===== config.mk =====
export PLATFORM = sky130hd
export DESIGN_NAME = move_sequencer
export DESIGN_NICKNAME = d
export VERILOG_FILES = /design/src/rtl/move_sequencer.sv
export SDC_FILE = /design/constraint.sdc
export NUM_CORES = 1
export LEC_CHECK = 0
export ABC_AREA = 1
export CAP_MARGIN = 20
export CORE_AREA = 5 5 294 224
export DETAILED_ROUTE_END_ITERATION = 16
export DIE_AREA = 0 0 299 229
export PLACE_DENSITY = 0.4
export SYNTH_ARGS = -nofsm -noshare
export SYNTH_HDL_FRONTEND = slang
export SYNTH_SLANG_ARGS = --single-unit

===== constraint.sdc =====
create_clock -name clk_i -period 4.4 [get_ports clk_i]
set_clock_uncertainty 0.15 [all_clocks]
set_input_delay 1.1 -clock clk_i [delete_from_list [all_inputs] [get_ports clk_i]]
set_output_delay 1.1 -clock clk_i [all_outputs]
set_load 0.01 [all_outputs]

===== src/rtl/move_sequencer.sv =====
// move_sequencer: queues signed relative-angle moves and hands them to
// angle_to_step one at a time over the enable/done handshake, with an
// enforced settle dwell between moves.
module move_sequencer #(
  parameter int SIZE          = 64,
  parameter int DEPTH         = 4,
  parameter int SETTLE_CYCLES = 25000,
  parameter int ACK_TIMEOUT   = 16
) (
  input  logic                     clk_i,
  input  logic                     rst_ni,
  input  logic                     cmd_valid_i,
  output logic                     cmd_ready_o,
  input  logic [SIZE-1:0]          cmd_angle_i,
  input  logic                     abort_i,
  output logic [SIZE-1:0]          angle_o,
  output logic                     dir_o,
  output logic                     enable_o,
  input  logic                     done_i,
  output logic                     busy_o,
  output logic [$clog2(DEPTH):0]   fifo_count_o,
  output logic [15:0]              moves_done_o,
  output logic                     err_o
);

  localparam int AW   = $clog2(DEPTH);
  localparam int TMAX = (SETTLE_CYCLES > ACK_TIMEOUT) ? SETTLE_CYCLES : ACK_TIMEOUT;
  localparam int TW   = $clog2(TMAX) + 1;
  localparam logic [TW-1:0] ACK_LAST    = TW'(ACK_TIMEOUT - 1);
  localparam logic [TW-1:0] SETTLE_LAST = TW'(SETTLE_CYCLES - 1);
  localparam logic [AW:0]   FULL_CNT    = (AW+1)'(DEPTH);

  typedef struct packed {
    logic            dir;
    logic [SIZE-2:0] mag;
  } cmd_t;

  typedef enum logic [2:0] {IDLE, LOAD, ARM, RUN, SETTLE} state_t;

  cmd_t [DEPTH-1:0] mem;
  logic [AW-1:0]    wr_ptr, rd_ptr;
  logic [AW:0]      count;
  logic             push, pop, full;
  cmd_t             head;

  state_t           state, state_d;
  logic [TW-1:0]    tmr, tmr_d;
  logic             enable_d, dir_d, err_d;
  logic [SIZE-1:0]  angle_d;
  logic [15:0]      moves_d;

  assign full         = (count == FULL_CNT);
  assign cmd_ready_o  = !full;
  assign push         = cmd_valid_i && !full && !abort_i;
  assign head         = mem[rd_ptr];
  assign fifo_count_o = count;
  assign busy_o       = (state != IDLE) || (count != '0);

  // FIFO storage; contents need no reset since count gates every read
  always_ff @(posedge clk_i) begin
    if (push) mem[wr_ptr] <= cmd_angle_i;
  end

  // FIFO pointers and occupancy; abort flushes everything
  always_ff @(posedge clk_i or negedge rst_ni) begin
    if (!rst_ni) begin
      wr_ptr <= '0;
      rd_ptr <= '0;
      count  <= '0;
    end else if (abort_i) begin
      wr_ptr <= '0;
      rd_ptr <= '0;
      count  <= '0;
    end else begin
      if (push) wr_ptr <= wr_ptr + 1'b1;
      if (pop)  rd_ptr <= rd_ptr + 1'b1;
      case ({push, pop})
        2'b10:   count <= count + 1'b1;
        2'b01:   count <= count - 1'b1;
        default: count <= count;
      endcase
    end
  end

  // State and registered outputs
  always_ff @(posedge clk_i or negedge rst_ni) begin
    if (!rst_ni) begin
      state        <= IDLE;
      tmr          <= '0;
      enable_o     <= 1'b0;
      angle_o      <= '0;
      dir_o        <= 1'b0;
      moves_done_o <= '0;
      err_o        <= 1'b0;
    end else begin
      state        <= state_d;
      tmr          <= tmr_d;
      enable_o     <= enable_d;
      angle_o      <= angle_d;
      dir_o        <= dir_d;
      moves_done_o <= moves_d;
      err_o        <= err_d;
    end
  end

  // Next state and next output values; abort overrides every state.
  // enable is raised one cycle after entering ARM so angle/dir lead it,
  // and the acknowledge is only accepted once enable is actually high.
  always_comb begin
    state_d  = state;
    tmr_d    = tmr;
    enable_d = enable_o;
    angle_d  = angle_o;
    dir_d    = dir_o;
    moves_d  = moves_done_o;
    err_d    = err_o;
    pop      = 1'b0;
    if (abort_i) begin
      enable_d = 1'b0;
      err_d    = 1'b0;
      tmr_d    = '0;
      state_d  = SETTLE;
    end else begin
      case (state)
        IDLE: begin
          if (count != '0) state_d = LOAD;
        end
        LOAD: begin
          pop     = 1'b1;
          angle_d = {1'b0, head.mag};
          dir_d   = head.dir;
          tmr_d   = '0;
          if (head.mag == '0) begin
            moves_d = moves_done_o + 16'd1;
            state_d = IDLE;
          end else begin
            state_d = ARM;
          end
        end
        ARM: begin
          enable_d = 1'b1;
          if (enable_o && !done_i) begin
            state_d = RUN;
          end else if (tmr == ACK_LAST) begin
            err_d    = 1'b1;
            enable_d = 1'b0;
            tmr_d    = '0;
            state_d  = SETTLE;
          end else begin
            tmr_d = tmr + 1'b1;
          end
        end
        RUN: begin
          if (done_i) begin
            enable_d = 1'b0;
            moves_d  = moves_done_o + 16'd1;
            tmr_d    = '0;
            state_d  = SETTLE;
          end
        end
        SETTLE: begin
          enable_d = 1'b0;
          if (tmr == SETTLE_LAST) begin
            tmr_d   = '0;
            state_d = IDLE;
          end else begin
            tmr_d = tmr + 1'b1;
          end
        end
        default: state_d = IDLE;
      endcase
    end
  end

endmodule


==> impl_results.html <==
<table>
<tr><th>Metric</th><th>Value</th></tr>
<tr><th colspan="2">CTS</th></tr>
<tr><td>Resize count post-CTS</td><td>0</td></tr>
<tr><td>Clk Latency, worst-skew pair</td><td>550 ps</td></tr>
<tr><td>Total CTS buffers</td><td>41</td></tr>
<tr><td>CTS Root Cell</td><td>clkbuf_16</td></tr>
<tr><td>Clock slew seen by the registers of the worst setup and hold paths</td><td>60 ps</td></tr>
<tr><td>Clk sinks</td><td>364</td></tr>
<tr><td>Number of buffers inserted for hold repair after clock tree synthesis</td><td>0</td></tr>
<tr><td>Maximum clock insertion buffer count</td><td>3</td></tr>
<tr><td>TritonCTS clock tree</td><td>built</td></tr>
<tr><td>Post-CTS setup buffers</td><td>0</td></tr>
<tr><td>Level count of the clock H-tree</td><td>2</td></tr>
<tr><th colspan="2">Global route</th></tr>
<tr><td>Global route overflow</td><td>0</td></tr>
<tr><td>Global-route wire length before repair</td><td>66000 µm</td></tr>
<tr><td>Global router's overall resource usage</td><td>0.125</td></tr>
<tr><td>Antenna violations before repair</td><td>1</td></tr>
<tr><td>Maximum number of pins on one net before global-route repair</td><td>97</td></tr>
<tr><td>Vias in the first global route</td><td>10163</td></tr>
<tr><th colspan="2">Synthesis</th></tr>
<tr><td>Cell types occupying the most area after synthesis</td><td>edfxtp_1, dfrtp_1, nand2_1, nand3_1, o21ai_0</td></tr>
<tr><td>Number of instances in the synthesized netlist</td><td>1375</td></tr>
<tr><td>Proportion of register bits with asynchronous set or reset after synthesis</td><td>0.297</td></tr>
<tr><td>Post-synthesis instance area</td><td>14900 µm²</td></tr>
<tr><td>Library cell with the highest instance count after synthesis</td><td>nand2_1</td></tr>
<tr><td>Cell types with the highest counts after synthesis</td><td>nand2_1, edfxtp_1, nand3_1, dfrtp_1, o21ai_0</td></tr>
<tr><td>Fraction of the yosys area taken by sequential cells</td><td>0.699</td></tr>
<tr><td>Dominant synthesized flop cell</td><td>edfxtp_1</td></tr>
<tr><td>Number of distinct library cells after synthesis</td><td>39</td></tr>
<tr><td>Synth area leader</td><td>edfxtp_1</td></tr>
<tr><td>Seq cells post-synth</td><td>364</td></tr>
<tr><td>Post-synthesis area per instance</td><td>10.8 µm²</td></tr>
<tr><td>Yosys warns</td><td>0</td></tr>
<tr><td>Area fraction of the dominant cell type after synthesis</td><td>0.517</td></tr>
<tr><td>Number of enable-type register cells in the synthesized netlist</td><td>256</td></tr>
<tr><td>Total nets after synthesis</td><td>1451</td></tr>
<tr><th colspan="2">Timing</th></tr>
<tr><td>Minimum clock period</td><td>3470 ps</td></tr>
<tr><td>Ratio of final minimum period to clock period</td><td>0.788</td></tr>
<tr><td>Worst relative slew slack</td><td>0.347</td></tr>
<tr><td>Transition time of the tightest slew-check pin</td><td>979 ps</td></tr>
<tr><td>Final hold vios</td><td>0</td></tr>
<tr><td>Unrepaired setup endpoints after global routing</td><td>false</td></tr>
<tr><td>Setup TNS</td><td>0 ps</td></tr>
<tr><td>Achievable Freq</td><td>289 MHz</td></tr>
<tr><td>Final-report max-slew violation count</td><td>0</td></tr>
<tr><td># setup viols final</td><td>0</td></tr>
<tr><th colspan="2">Min path</th></tr>
<tr><td>Hold WC Path Type</td><td>reg -&gt; reg</td></tr>
<tr><th colspan="2">Pwr</th></tr>
<tr><td>Largest vdd supply drop</td><td>0.000272 V</td></tr>
<tr><td>Power density relative to cell area</td><td>551 nW/µm²</td></tr>
<tr><td>Static power due to leakage</td><td>7.24 nW</td></tr>
<tr><th colspan="2">Setup path</th></tr>
<tr><td>Cells on worst reg2reg path</td><td>12</td></tr>
<tr><td>Critical setup path kind</td><td>reg -&gt; reg</td></tr>
<tr><td>Maximum single-stage delay on the critical path</td><td>750 ps</td></tr>
<tr><td>CP startpoint</td><td>rd_ptr[1]$_DFFE_PN0P_</td></tr>
<tr><td>Critical path fanouts, max</td><td>66</td></tr>
<tr><td>Setup crit end</td><td>moves_done_o[11]$_DFFE_PN0P_</td></tr>
<tr><td>Most prevalent standard cell on the critical path</td><td>nand2_1</td></tr>
<tr><td>Reg-to-reg endpoint</td><td>moves_done_o[11]$_DFFE_PN0P_</td></tr>
<tr><td>Crit. path cell count</td><td>12</td></tr>
<tr><td>Count of buffering cells on the critical path with inverters included</td><td>1</td></tr>
<tr><td>Cells along the critical path</td><td>buf_4 &gt; nand3_1 &gt; nand2_1 &gt; nand2_1 &gt; nor2_1 &gt; nand2_1 &gt; nor2_1 &gt; nand2_1 &gt; o21ai_4 &gt; nand2_2 &gt; nand2_1 &gt; nand2_1</td></tr>
<tr><td>Worst reg2reg startpoint</td><td>rd_ptr[1]$_DFFE_PN0P_</td></tr>
<tr><td>Data arrival time of the critical path</td><td>3740 ps</td></tr>
<tr><td>Cell family with most CP delay</td><td>simple AND/OR/NAND/NOR gates</td></tr>
<tr><td>Critical path startpoint category</td><td>register</td></tr>
<tr><td>Crit end category</td><td>register</td></tr>
<tr><td>Library cell contributing the largest single delay on the critical path</td><td>buf_4</td></tr>
<tr><td>Flop2flop setup slack</td><td>930 ps</td></tr>
<tr><td>Data required, critical path</td><td>4680 ps</td></tr>
<tr><th colspan="2">Floorplanning</th></tr>
<tr><td>X dimension of the die</td><td>299 µm</td></tr>
<tr><td>Die ar.</td><td>68500 µm²</td></tr>
<tr><td>Effective utilization at floorplan</td><td>0.236</td></tr>
<tr><td>Area of the placeable core</td><td>62900 µm²</td></tr>
<tr><td>Number of cell rows</td><td>80</td></tr>
<tr><td>Total I/O pin count</td><td>157</td></tr>
<tr><td>Floorplan die height</td><td>229 µm</td></tr>
<tr><th colspan="2">Finish</th></tr>
<tr><td>Area used by sequential logic in the layout</td><td>10400 µm²</td></tr>
<tr><td>Share of layout cells above drive strength 1</td><td>0.0587</td></tr>
<tr><td>Non-filler instance count after layout</td><td>2387</td></tr>
<tr><td>Layout-stage area growth over the synthesis result</td><td>26.1%</td></tr>
<tr><td>Filler cells</td><td>6469</td></tr>
<tr><td>Final #Nets</td><td>1610</td></tr>
<tr><td>Area used by multi-input combinational logic</td><td>4040 µm²</td></tr>
<tr><td>Antenna fix cells</td><td>0</td></tr>
<tr><td>Finished layout cell area</td><td>18700 µm²</td></tr>
<tr><th colspan="2">Detailed routing</th></tr>
<tr><td>Aggregate routed wire length</td><td>43300 µm</td></tr>
<tr><td>Detailed router's first-iteration violation count</td><td>641</td></tr>
<tr><td>Via total after detailed routing</td><td>10316</td></tr>
<tr><td>Detailed Routing Iterations Pass 1</td><td>5</td></tr>
<tr><td>Wire per inst</td><td>18.1 µm</td></tr>
<tr><td>Detailed-route DRC error count</td><td>0</td></tr>
<tr><td>Count of nets left with antenna violations after detail routing</td><td>0</td></tr>
<tr><td>Avg Vias per Cell</td><td>4.32</td></tr>
<tr><th colspan="2">Place</th></tr>
<tr><td>Global placement routability congestion</td><td>0.790</td></tr>
<tr><td>Port bufs</td><td>155</td></tr>
<tr><td>Area of placed instances</td><td>17400 µm²</td></tr>
<tr><td>Half-perimeter wire length after detailed placement</td><td>27900 µm</td></tr>
<tr><td>Number of placed instances, taps included</td><td>2311</td></tr>
<tr><th colspan="2">Job</th></tr>
<tr><td>Number of maximum-capacitance constraint violations</td><td>0</td></tr>
<tr><th colspan="2">Status</th></tr>
<tr><td>Result of the run</td><td>complete, no violations</td></tr>
</table>
[where the power goes]
group | leakage, nW | switching, W | internal [W] | total, W
registers | 3.70 | 0.000374 | 0.00416 | 0.00454
clock network | 0.646 | 0.00135 | 0.00199 | 0.00335
logic | 2.90 | 0.00143 | 0.00102 | 0.00245
[worst min path at each step]
| stage | from | to | slack (ps) | cells past startpoint |
|---|---|---|---|---|
| global placement | angle_o[33]$_DFFE_PN0P_ | angle_o[33]$_DFFE_PN0P_ | 320 | 2 |
| CTS | angle_o[44]$_DFFE_PN0P_ | angle_o[44]$_DFFE_PN0P_ | 340 | 2 |
| floorplan | state[1]$_DFFE_PN0P_ | state[1]$_DFFE_PN0P_ | 340 | 2 |
| finish | angle_o[33]$_DFFE_PN0P_ | angle_o[33]$_DFFE_PN0P_ | 330 | 2 |
| detailed placement | angle_o[44]$_DFFE_PN0P_ | angle_o[44]$_DFFE_PN0P_ | 330 | 2 |
| global route | angle_o[33]$_DFFE_PN0P_ | angle_o[33]$_DFFE_PN0P_ | 350 | 2 |
[area by class of cell]
cell class | instances | share of cell area
timing repair buffer | 177 | 0.0941
tap | 820 | 0.0547
clock buffer | 54 | 0.0607
sequential | 364 | 0.555
multi-input combinational | 897 | 0.216
clock inverter | 22 | 0.00935
inverter | 53 | 0.0109
[sequential cells by signal (all words and copies together) (netlist names)]
| signal | cells |
|---|---|
| mem | 256 |
| angle_o | 63 |
| moves_done_o | 16 |
| tmr | 16 |
| fifo_count_o | 3 |
| state | 3 |
| rd_ptr | 2 |
| wr_ptr | 2 |
| dir_o | 1 |
| enable_o | 1 |
| err_o | 1 |
[cells in the final DEF, fill, tap and decap left out, drive strengths merged, types with 6 or more instances in the layout]
master         Yosys  routed
nand2            506     506
edfxtp           256     256
nand3            159     159
clkdlybuf4s50      0     154
dfrtp            108     108
o21ai             89      89
nor2              61      61
inv               52      54
clkbuf            32      54
buf               29      23
clkinv             1      18
xor2              15      15
nand4             11      11
nor3              11      11
ha                 6       6
[worst reg2reg max path: cells and delay by family, from the launching register on]
kind            cells  cell delay [ps]
buf+inv             1              750
flops               1              360
simple gates       10             1600
compound gates      1              490
[metrics by stage]
stage | hold WS, ps | power (W) | setup slack, ps | util
5_1_grt | 349 | 0.0109 | 639 | 0.298
4_1_cts | 339 | 0.0105 | 906 | 0.298
6_report | 332 | 0.0103 | 934 | 0.298
3_5_place_dp | 326 | 0.00710 | 694 | 0.277
3_3_place_gp | 318 | 0.00711 | 680 | 0.277
2_1_floorplan | 343 | 0.00568 | -507 | -
[per-layer routing]
| layer | routed length, µm | track usage | vias to the layer above |
|---|---|---|---|
| met5 | 13 | 0 | - |
| met4 | 711 | 0.0297 | 2 |
| met3 | 2060 | 0.0251 | 50 |
| met2 | 18600 | 0.187 | 215 |
| met1 | 21900 | 0.186 | 5051 |
| li1 | - | - | 4998 |
[cell families after synthesis]
family	after synthesis	synth area share
AOI/OAI and AO/OA	113	0.0423
xor gates and xnor gates	20	0.0118
adders and majority gates	7	0.00640
buffers and inverters	114	0.0316
DFF	364	0.699
other	1	0.000252
and+or+nand+nor	756	0.209
Note: power is estimated with default switching activity, not from simulation.
